File: src/rtl/fft_frame_ctrl_if.sv
// Bus bundle between the frame controller, its sample source and the 32-point FFT core.
// The slave modport is the controller; the master modport is the source/FFT side.
interface fft_frame_ctrl_if #(
  parameter int unsigned SAMPLE_W = 16
);
  logic [SAMPLE_W-1:0] s_data;
  logic                s_valid;
  logic                s_ready;
  logic                fft_reset;
  logic                fft_start;
  logic [31:0]         fft_r_in;
  logic [31:0]         fft_i_in;
  logic                fft_sot;
  logic                fft_done;
  logic [31:0]         fft_r_out;
  logic [31:0]         fft_i_out;

  modport master (
    output s_data,
    output s_valid,
    input  s_ready,
    input  fft_reset,
    input  fft_start,
    input  fft_r_in,
    input  fft_i_in,
    output fft_sot,
    output fft_done,
    output fft_r_out,
    output fft_i_out
  );

  modport slave (
    input  s_data,
    input  s_valid,
    output s_ready,
    output fft_reset,
    output fft_start,
    output fft_r_in,
    output fft_i_in,
    input  fft_sot,
    input  fft_done,
    input  fft_r_out,
    input  fft_i_out
  );
endinterface

File: src/rtl/fft_frame_ctrl.sv
// Frame sequencer for the 32-point FFT: loads a sample frame, captures the output bins and
// reports the dominant positive-frequency bin by |re|+|im| magnitude, then re-arms the core.
module fft_frame_ctrl #(
  parameter int unsigned SAMPLE_W     = 16,
  parameter int unsigned N_PTS        = 32,
  parameter int unsigned TIMEOUT      = 1024,
  parameter int unsigned REARM_CYCLES = 4
) (
  input  logic            clk,
  input  logic            reset,
  input  logic            enable,
  fft_frame_ctrl_if.slave bus,
  output logic [4:0]      peak_bin,
  output logic [32:0]     peak_mag,
  output logic            result_valid,
  output logic            timeout_err,
  output logic            busy
);

  localparam int unsigned CW      = $clog2(N_PTS);
  localparam int unsigned TW      = $clog2(TIMEOUT + 1);
  localparam int unsigned RW      = $clog2(REARM_CYCLES + 1);
  localparam int unsigned LastPos = N_PTS / 2 - 1;

  localparam logic [2:0] StRearm   = 3'd0;
  localparam logic [2:0] StIdle    = 3'd1;
  localparam logic [2:0] StLoad    = 3'd2;
  localparam logic [2:0] StWait    = 3'd3;
  localparam logic [2:0] StCapture = 3'd4;
  localparam logic [2:0] StReport  = 3'd5;

  logic [2:0]    state_q, state_d;
  logic [RW-1:0] rearm_cnt_q, rearm_cnt_d;
  logic [CW-1:0] smp_cnt_q, smp_cnt_d;
  logic [CW-1:0] bin_cnt_q, bin_cnt_d;
  logic [TW-1:0] tmo_cnt_q, tmo_cnt_d;
  logic [32:0]   run_max_q, run_max_d;
  logic [CW-1:0] run_bin_q, run_bin_d;

  logic          s_ready_q, s_ready_d;
  logic          fft_reset_q, fft_reset_d;
  logic          fft_start_q, fft_start_d;
  logic [31:0]   fft_r_in_q, fft_r_in_d;
  logic [4:0]    peak_bin_q, peak_bin_d;
  logic [32:0]   peak_mag_q, peak_mag_d;
  logic          result_valid_q, result_valid_d;
  logic          timeout_err_q, timeout_err_d;
  logic          busy_q, busy_d;

  logic          accept;
  logic [31:0]   sample_ext;
  logic [32:0]   re_abs, im_abs, mag;
  logic [32:0]   cap_max;
  logic [CW-1:0] cap_bin;
  logic          cap_last;

  assign accept     = bus.s_valid & s_ready_q;
  assign sample_ext = {{(32 - SAMPLE_W){bus.s_data[SAMPLE_W-1]}}, bus.s_data};

  // Negate in 33 bits so that |-2^31| = 2^31 does not wrap.
  assign re_abs = bus.fft_r_out[31] ? (33'd0 - {1'b1, bus.fft_r_out}) : {1'b0, bus.fft_r_out};
  assign im_abs = bus.fft_i_out[31] ? (33'd0 - {1'b1, bus.fft_i_out}) : {1'b0, bus.fft_i_out};
  assign mag    = re_abs + im_abs;

  // Running maximum including the bin presented this cycle; bin 1 seeds it.
  always_comb begin
    cap_max = run_max_q;
    cap_bin = run_bin_q;
    if (bus.fft_sot) begin
      if (bin_cnt_q == CW'(1)) begin
        cap_max = mag;
        cap_bin = bin_cnt_q;
      end else if ((bin_cnt_q <= CW'(LastPos)) && (mag > run_max_q)) begin
        cap_max = mag;
        cap_bin = bin_cnt_q;
      end
    end
  end

  assign cap_last = (bus.fft_sot && (bin_cnt_q == CW'(N_PTS - 1))) || bus.fft_done;

  always_comb begin
    state_d        = state_q;
    rearm_cnt_d    = rearm_cnt_q;
    smp_cnt_d      = smp_cnt_q;
    bin_cnt_d      = bin_cnt_q;
    tmo_cnt_d      = tmo_cnt_q;
    run_max_d      = run_max_q;
    run_bin_d      = run_bin_q;
    s_ready_d      = 1'b0;
    fft_reset_d    = 1'b0;
    fft_start_d    = 1'b0;
    fft_r_in_d     = fft_r_in_q;
    peak_bin_d     = peak_bin_q;
    peak_mag_d     = peak_mag_q;
    result_valid_d = 1'b0;
    timeout_err_d  = 1'b0;

    unique case (state_q)
      StRearm: begin
        if (rearm_cnt_q == RW'(REARM_CYCLES - 1)) begin
          rearm_cnt_d = '0;
          state_d     = StIdle;
        end else begin
          fft_reset_d = 1'b1;
          rearm_cnt_d = rearm_cnt_q + RW'(1);
        end
      end

      StIdle: begin
        if (enable) begin
          s_ready_d = 1'b1;
          smp_cnt_d = '0;
          state_d   = StLoad;
        end
      end

      StLoad: begin
        s_ready_d = 1'b1;
        if (accept) begin
          fft_start_d = 1'b1;
          fft_r_in_d  = sample_ext;
          if (smp_cnt_q == CW'(N_PTS - 1)) begin
            s_ready_d = 1'b0;
            smp_cnt_d = '0;
            tmo_cnt_d = '0;
            state_d   = StWait;
          end else begin
            smp_cnt_d = smp_cnt_q + CW'(1);
          end
        end
      end

      StWait: begin
        if (bus.fft_sot) begin
          // This cycle carries bin 0 (DC), which never competes.
          bin_cnt_d = CW'(1);
          run_max_d = '0;
          run_bin_d = '0;
          if (bus.fft_done) begin
            peak_bin_d     = '0;
            peak_mag_d     = '0;
            result_valid_d = 1'b1;
            state_d        = StReport;
          end else begin
            state_d = StCapture;
          end
        end else if (tmo_cnt_q == TW'(TIMEOUT - 1)) begin
          timeout_err_d = 1'b1;
          fft_reset_d   = 1'b1;
          rearm_cnt_d   = '0;
          state_d       = StRearm;
        end else begin
          tmo_cnt_d = tmo_cnt_q + TW'(1);
        end
      end

      StCapture: begin
        run_max_d = cap_max;
        run_bin_d = cap_bin;
        if (bus.fft_sot) begin
          bin_cnt_d = bin_cnt_q + CW'(1);
        end
        // Results are loaded here so result_valid lands one cycle after the last bin.
        if (cap_last) begin
          peak_bin_d     = 5'(cap_bin);
          peak_mag_d     = cap_max;
          result_valid_d = 1'b1;
          state_d        = StReport;
        end
      end

      StReport: begin
        fft_reset_d = 1'b1;
        rearm_cnt_d = '0;
        state_d     = StRearm;
      end

      default: begin
        fft_reset_d = 1'b1;
        rearm_cnt_d = '0;
        state_d     = StRearm;
      end
    endcase
  end

  assign busy_d = (state_d != StIdle);

  always_ff @(posedge clk) begin
    if (reset) begin
      state_q        <= StRearm;
      rearm_cnt_q    <= '0;
      smp_cnt_q      <= '0;
      bin_cnt_q      <= '0;
      tmo_cnt_q      <= '0;
      run_max_q      <= '0;
      run_bin_q      <= '0;
      s_ready_q      <= 1'b0;
      fft_reset_q    <= 1'b1;
      fft_start_q    <= 1'b0;
      fft_r_in_q     <= '0;
      peak_bin_q     <= '0;
      peak_mag_q     <= '0;
      result_valid_q <= 1'b0;
      timeout_err_q  <= 1'b0;
      busy_q         <= 1'b1;
    end else begin
      state_q        <= state_d;
      rearm_cnt_q    <= rearm_cnt_d;
      smp_cnt_q      <= smp_cnt_d;
      bin_cnt_q      <= bin_cnt_d;
      tmo_cnt_q      <= tmo_cnt_d;
      run_max_q      <= run_max_d;
      run_bin_q      <= run_bin_d;
      s_ready_q      <= s_ready_d;
      fft_reset_q    <= fft_reset_d;
      fft_start_q    <= fft_start_d;
      fft_r_in_q     <= fft_r_in_d;
      peak_bin_q     <= peak_bin_d;
      peak_mag_q     <= peak_mag_d;
      result_valid_q <= result_valid_d;
      timeout_err_q  <= timeout_err_d;
      busy_q         <= busy_d;
    end
  end

  assign bus.s_ready   = s_ready_q;
  assign bus.fft_reset = fft_reset_q;
  assign bus.fft_start = fft_start_q;
  assign bus.fft_r_in  = fft_r_in_q;
  assign bus.fft_i_in  = '0;
  assign peak_bin      = peak_bin_q;
  assign peak_mag      = peak_mag_q;
  assign result_valid  = result_valid_q;
  assign timeout_err   = timeout_err_q;
  assign busy          = busy_q;

endmodule

File: src/flat_wrapper.sv
// flat-port wrapper written by rule: the top's interface ports become plain ports
module fft_frame_ctrl_flat 
#(
  parameter int unsigned SAMPLE_W     = 16,
  parameter int unsigned N_PTS        = 32,
  parameter int unsigned TIMEOUT      = 1024,
  parameter int unsigned REARM_CYCLES = 4
)
  (clk, reset, enable, peak_bin, peak_mag, result_valid, timeout_err, busy, bus_s_data, bus_s_valid, bus_s_ready, bus_fft_reset, bus_fft_start, bus_fft_r_in, bus_fft_i_in, bus_fft_sot, bus_fft_done, bus_fft_r_out, bus_fft_i_out);
  fft_frame_ctrl_if #(.SAMPLE_W(SAMPLE_W)) bus_i ();
  input  logic clk;
  input  logic reset;
  input  logic enable;
  output logic [4:0] peak_bin;
  output logic [32:0] peak_mag;
  output logic result_valid;
  output logic timeout_err;
  output logic busy;
  input wire logic [$bits(bus_i.s_data)-1:0] bus_s_data;
  input wire logic [$bits(bus_i.s_valid)-1:0] bus_s_valid;
  output wire logic [$bits(bus_i.s_ready)-1:0] bus_s_ready;
  output wire logic [$bits(bus_i.fft_reset)-1:0] bus_fft_reset;
  output wire logic [$bits(bus_i.fft_start)-1:0] bus_fft_start;
  output wire logic [$bits(bus_i.fft_r_in)-1:0] bus_fft_r_in;
  output wire logic [$bits(bus_i.fft_i_in)-1:0] bus_fft_i_in;
  input wire logic [$bits(bus_i.fft_sot)-1:0] bus_fft_sot;
  input wire logic [$bits(bus_i.fft_done)-1:0] bus_fft_done;
  input wire logic [$bits(bus_i.fft_r_out)-1:0] bus_fft_r_out;
  input wire logic [$bits(bus_i.fft_i_out)-1:0] bus_fft_i_out;
  assign bus_i.s_data = bus_s_data;
  assign bus_i.s_valid = bus_s_valid;
  assign bus_s_ready = bus_i.s_ready;
  assign bus_fft_reset = bus_i.fft_reset;
  assign bus_fft_start = bus_i.fft_start;
  assign bus_fft_r_in = bus_i.fft_r_in;
  assign bus_fft_i_in = bus_i.fft_i_in;
  assign bus_i.fft_sot = bus_fft_sot;
  assign bus_i.fft_done = bus_fft_done;
  assign bus_i.fft_r_out = bus_fft_r_out;
  assign bus_i.fft_i_out = bus_fft_i_out;
  fft_frame_ctrl #(.SAMPLE_W(SAMPLE_W), .N_PTS(N_PTS), .TIMEOUT(TIMEOUT), .REARM_CYCLES(REARM_CYCLES)) u_core (.clk(clk), .reset(reset), .enable(enable), .bus(bus_i), .peak_bin(peak_bin), .peak_mag(peak_mag), .result_valid(result_valid), .timeout_err(timeout_err), .busy(busy));
endmodule
File: config.mk
export PLATFORM = sky130hd
export DESIGN_NAME = fft_frame_ctrl_flat
export DESIGN_NICKNAME = d
export VERILOG_FILES = /design/src/rtl/fft_frame_ctrl_if.sv /design/src/rtl/fft_frame_ctrl.sv /design/src/flat_wrapper.sv
export SDC_FILE = /design/constraint.sdc
export NUM_CORES = 1
export LEC_CHECK = 0
export ABC_AREA = 1
export BUFFER_PORTS_ARGS = -buffer_cell sky130_fd_sc_hd__buf_2
export CAP_MARGIN = 20
export CORE_ASPECT_RATIO = 0.7
export CORE_MARGIN = 4
export CORE_UTILIZATION = 30
export CTS_CLUSTER_DIAMETER = 40
export DETAILED_ROUTE_END_ITERATION = 7
export PLACE_DENSITY = 0.62
export REMOVE_ABC_BUFFERS = 1
export SLEW_MARGIN = 20
export SYNTH_ARGS = -nofsm -noshare
export SYNTH_HDL_FRONTEND = slang
export SYNTH_SLANG_ARGS = --single-unit
export TNS_END_PERCENT = 50
File: constraint.sdc
create_clock -name clk -period 4.2 [get_ports clk]
set_clock_uncertainty 0.05 [all_clocks]
set_input_delay 0.42 -clock clk [delete_from_list [all_inputs] [get_ports clk]]
set_output_delay 0.42 -clock clk [all_outputs]
set_load 0.005 [all_outputs]
==> out/metrics.cfg, run 1 <==
[timing]
worstMarginPinSlew_ns=1.07
setup-violations-final=76
fin_ws_ns=-0.603
clock.fmax_ghz=0.208
min_period_ns=4.80
slew_violations=0
hold_viol=0
relSlewSlack_pct=28.5
fin_crit_sh_pct=114
whs_ns=0.167
rsz0062_at_grt=yes

[cts]
clkTransAtPathRegs_ns=0.06
clock_latency_ns=0.43
clk_path_buf_depth=2
cts.sinks=125
cts_tree=yes
numCtsBuffers=17
cts_htree_levels=4
cts-root-buf=clkbuf_16
hold_buffers=0

[power]
power.leakage_uw=0.00755
seqPwrFrac_pct=23.1
power.switching_uw=1990
pwr-share-clk_pct=26.9
power_frac_comb_pct=50.0
ir_drop_mv=0.208
intPower_uw=3240
swShare_pct=38.0
power_density_nw_per_um2=334

[critical_path]
required_ns=4.42
cp.depth=35
ff2ff_path_depth=9
crit_slowest_cell=ha_1
crit_fanout=8
crit_top_cell=nand2_2
max_stage_delay_ns=0.39
end_kind=flip-flop
worstPathArrival_ns=5.02
critPathLaunchType=input pin
crit_family=simple AND/OR/NAND/NOR gates
crit_type=in -> reg
cp_num_buf_inv=6

[drt]
drtPass1Iterations=5
vias=12027
ant_nets=0
drc_errors=0
finalWirelength_um=38100
via_per_inst=4.70
drt_iter0_drc=819
wire_per_inst_um=14.9

[place]
port-buffer-count=161
hpwlAfterDp_um=28500
post_dp_cell_area_um2=13300
place_congestion=0.925

[floorplan]
dieWidth_um=231
die_h_um=164
fp.coreArea_um2=34000
dieArea_um2=38000
rows=56
io_pins=194
start_util_pct=30.8

[final_layout]
drive_above_1_share_pct=38.2
layout_common_cells=nand2_1, buf_4, inv_1
finalNetCount=2244
layout_commonest_cell=nand2_1
areaGrowthSynthToFinish_pct=49.7
register_area_um2=2500
n_antenna_cell=0
utilization_pct=46.1
multiInputGateArea_um2=7950
finalInstanceArea_um2=15700
fill_cells=3429

[flow_run]
drv_cap=0

[outcome]
violations=setup timing
status=complete, but fails checks

[logic_synthesis]
synth_edf_count=0
synth.area.top_cells=dfxtp_1, nand2_1, ha_1, inv_1, a21oi_1
ys_seq_elements=125
syn_area_per_cell_um2=6.26
synthFlopType=dfxtp_1
async_flop_share_pct=0
yosysTopAreaCell=dfxtp_1
ys.warnings.count=0
netlist_area_um2=10500
yosysSeqAreaShare_pct=23.9
ys_types=48
synth_top_area_share_pct=23.9
syn_inst=1671

[min_path]
hp-class=in -> reg
whs_path_depth=3

[global_route]
grt_first_pass_wirelength_um=58800
grt_pass1_vias=11356
track_usage_pct=19.1
grt_overflow=0
grt_max_degree=76
antenna_found_initial=0

[worst min-delay path, stage by stage]
cell    delay (ns)
buf_2         0.08
nor2_1        0.03
nor2_1        0.08
[what timing repair did]
| action | 4_1_cts | 5_1_grt |
|---|---|---|
| pin swaps | 83 | 95 |
| gates resized for setup | 216 | 150 |
| gates cloned | 1 | 1 |
| endpoints found under the setup margin | 76 | 76 |
| setup buffers | 30 | 11 |
[synthesized netlist by cell type, drive strengths merged (3+ instances only)]
library cell	count
nand2	407
inv	245
nor2	182
a21oi	151
dfxtp	125
nand3	111
o21ai	89
ha	75
buf	63
xor2	58
clkbuf	32
nor3	31
nand4	24
xnor2	17
nand3b	14
nor4	12
or2	8
o31ai	4
nor3b	3
o21bai	3
[cell families (layout without fill, tap and decap cells)]
logic type,Yosys count,in the layout,synth area share (%)
AOI/OAI and AO/OA,260,260,12.9
xor gates and xnor gates,75,75,6.28
adders and majority gates,76,76,9.16
buffers and inverters,340,731,14.3
DFF,125,125,23.9
other,1,32,0.0358
and+or+nand+nor,794,794,33.4
[path summary, 6_finish.rpt]
kind | startpoint | endpoint | slack, ns
worst min-delay path | bus_s_data[12] | u_core.bus.fft_r_in[12] | 0.17
worst min register to register | u_core.run_max_q[8] | u_core.run_max_q[8] | 0.42
worst max-delay path | bus_fft_i_out[0] | u_core.peak_mag[30] | -0.60
worst max register to register | u_core.bin_cnt_q[0] | u_core.peak_mag[30] | 1.28
[through the flow]
stage                     setup TNS (ns)  setup slack (ns)  instances  total power (µW)
after floorplan                   -31.82            -0.500       1607              2360
after global placement            -91.87             -1.27       2483              3250
after detailed placement          -98.25             -1.35       2484              3280
after CTS                         -27.46            -0.387       2545              5020
after global routing              -60.02            -0.845       2557              5580
final                             -41.11            -0.603       2557              5240
[routing by layer]
| metal | part of all wire (%) | wire length, µm | vias to the layer above | global-route usage (%) |
|---|---|---|---|---|
| li1 | - | - | 6104 | - |
| met1 | 49 | 18800 | 5615 | 28.0 |
| met2 | 43 | 16300 | 264 | 28.5 |
| met3 | 6.5 | 2470 | 44 | 4.61 |
| met4 | 1.4 | 526 | 0 | 3.99 |
| met5 | 0 | 0 | - | 0 |
[registers in the layout, summed over array words and instances (netlist names)]
signal                count
u_core.peak_mag          33
u_core.result_valid       1
u_core.state_q            3
u_core.tmo_cnt_q         11
u_core.bus.s_ready        1
u_core.run_max_q         33
u_core.bus.fft_reset      1
u_core.busy               1
u_core.run_bin_q          5
u_core.smp_cnt_q          5
u_core.peak_bin           5
u_core.timeout_err        1
u_core.bus.fft_r_in      16
u_core.rearm_cnt_q        3
u_core.bus.fft_start      1
u_core.bin_cnt_q          5
[power groups by stage]
stage	clock [µW]	sequential, µW	combinational [µW]
after floorplan	0	1230	1120
after global placement	0	1230	2020
after detailed placement	0	1230	2050
after CTS	1430	1210	2380
after global routing	1500	1210	2880
final	1410	1210	2620
[final cells by class]
| type | count | area share, % |
|---|---|---|
| Clock buffer | 22 | 2.90 |
| Clock inverter | 8 | 0.599 |
| Inverter | 245 | 5.91 |
| Multi-Input combinational cell | 1237 | 50.7 |
| Sequential cell | 125 | 16.0 |
| Tap cell | 464 | 3.70 |
| Timing Repair Buffer | 456 | 20.2 |
Power figures use the tool's default switching activity.
==> run 2: changes to the inputs <==
CTS_CLUSTER_SIZE = 20   (was unset)
SKIP_CTS_REPAIR_TIMING = 1   (was unset)
==> out/metrics.cfg, run 2 (same netlist as run 1, synthesis figures left out) <==
[cts]
cts-root-buf=clkbuf_16
cts.sinks=125
numCtsBuffers=17
clock_latency_ns=0.43
clkTransAtPathRegs_ns=0.06
clk_path_buf_depth=2
cts_htree_levels=4
cts_tree=yes

[final_layout]
layout_common_cells=nand2_1, buf_4, inv_1
drive_above_1_share_pct=36.0
final_cells=2535
n_antenna_cell=0
finalNetCount=2222
fill_cells=3470
utilization_pct=45.3
finalInstanceArea_um2=15400
layout_commonest_cell=nand2_1
areaGrowthSynthToFinish_pct=47.1

[floorplan]
dieWidth_um=231
start_util_pct=30.8
fp.coreArea_um2=34000
dieArea_um2=38000
rows=56
die_h_um=164
io_pins=194

[drt]
drtPass1Iterations=8
ant_nets=0
drt_iter0_drc=754
via_per_inst=4.67
drc_errors=0
finalWirelength_um=37200
wire_per_inst_um=14.7
vias=11837

[power]
power.switching_uw=1940
ir_drop_mv=0.208
power_frac_comb_pct=49.4
power_density_nw_per_um2=335
power.leakage_uw=0.00745
pwr-share-clk_pct=27.2
swShare_pct=37.6
intPower_uw=3220
seqPwrFrac_pct=23.4

[global_route]
antenna_found_initial=0
track_usage_pct=18.1
grt_overflow=0
grt_pass1_vias=10781
grt_max_degree=76
grt_first_pass_wirelength_um=55600

[timing]
relSlewSlack_pct=35.3
worstMarginPinSlew_ns=0.970
setup-violations-final=76
fin_ws_ns=-0.493
clock.fmax_ghz=0.213
hold_viol=0
fin_crit_sh_pct=112
min_period_ns=4.69
slew_violations=0
rsz0062_at_grt=yes

[critical_path]
max_stage_delay_ns=0.38
required_ns=4.48
crit_slowest_cell=ha_1
end_kind=flip-flop
crit_fanout=8
crit_type=in -> reg
r2r-start=u_core.bin_cnt_q[0]
crit_top_cell=nand2_2
cp-startpoint=bus_fft_i_out[0]
critPathLaunchType=input pin
worstPathArrival_ns=4.97

[place]
place_inst=2484
post_dp_cell_area_um2=13300
hpwlAfterDp_um=28500
place_ws_ns=-1.35
port-buffer-count=161
place_congestion=0.925

[min_path]
hp-class=in -> reg
min-delay-start=bus_s_data[12]

[flow_run]
drv_cap=0

[outcome]
violations=setup timing
status=complete, but fails checks

## run 2: final cells by class
class / count / area [µm²] / share of cell area (%)
clock buffer: 22 / 454 / 2.95
clock inverter: 8 / 93.8 / 0.609
timing repair buffer: 434 / 3010 / 19.5
multi-input combinational: 1237 / 7830 / 50.8
tap: 464 / 581 / 3.77
sequential: 125 / 2500 / 16.3
inverter: 245 / 936 / 6.08
## run 2: power groups by stage
stage	clock network [µW]	registers (µW)	logic, µW
after CTS	1430	1210	2060
after global placement	0	1230	2020
after detailed placement	0	1230	2050
after floorplan	0	1230	1120
final	1410	1210	2550
after global routing	1500	1210	2810
## run 2: worst max-delay path: cells and delay by family
family / cells / cell delay (ns)
simple gates: 22 / 2.60
buf+inv: 6 / 0.63
fa+ha+maj: 2 / 0.65
xor+xnor: 2 / 0.29
compound gates: 2 / 0.35
## run 2: path summary, 6_finish.rpt
check / endpoint / slack, ns / cells past startpoint
setup / recovery: u_core.peak_mag[32] / -0.49 / 34
hold / removal: u_core.bus.fft_r_in[12] / 0.17 / 3
setup reg to reg: u_core.peak_mag[15] / 1.41 / 9
hold reg to reg: u_core.run_max_q[17] / 0.42 / 2
## run 2: metal layers
metal | up-vias | GRT usage, % | wire (µm)
met5 | - | 0 | 0
met4 | 0 | 3.31 | 398
met3 | 32 | 4.56 | 2210
met2 | 236 | 26.5 | 16000
met1 | 5509 | 26.9 | 18600
li1 | 6060 | - | -
## run 2: per-stage QoR
stage	TNS (ns)	hold slack (ns)	total power (µW)
after floorplan	-31.82	0.389	2360
after global placement	-91.87	0.403	3250
after detailed placement	-98.25	0.407	3280
after CTS	-67.31	0.151	4710
after global routing	-54.48	0.166	5520
final	-33.50	0.166	5160
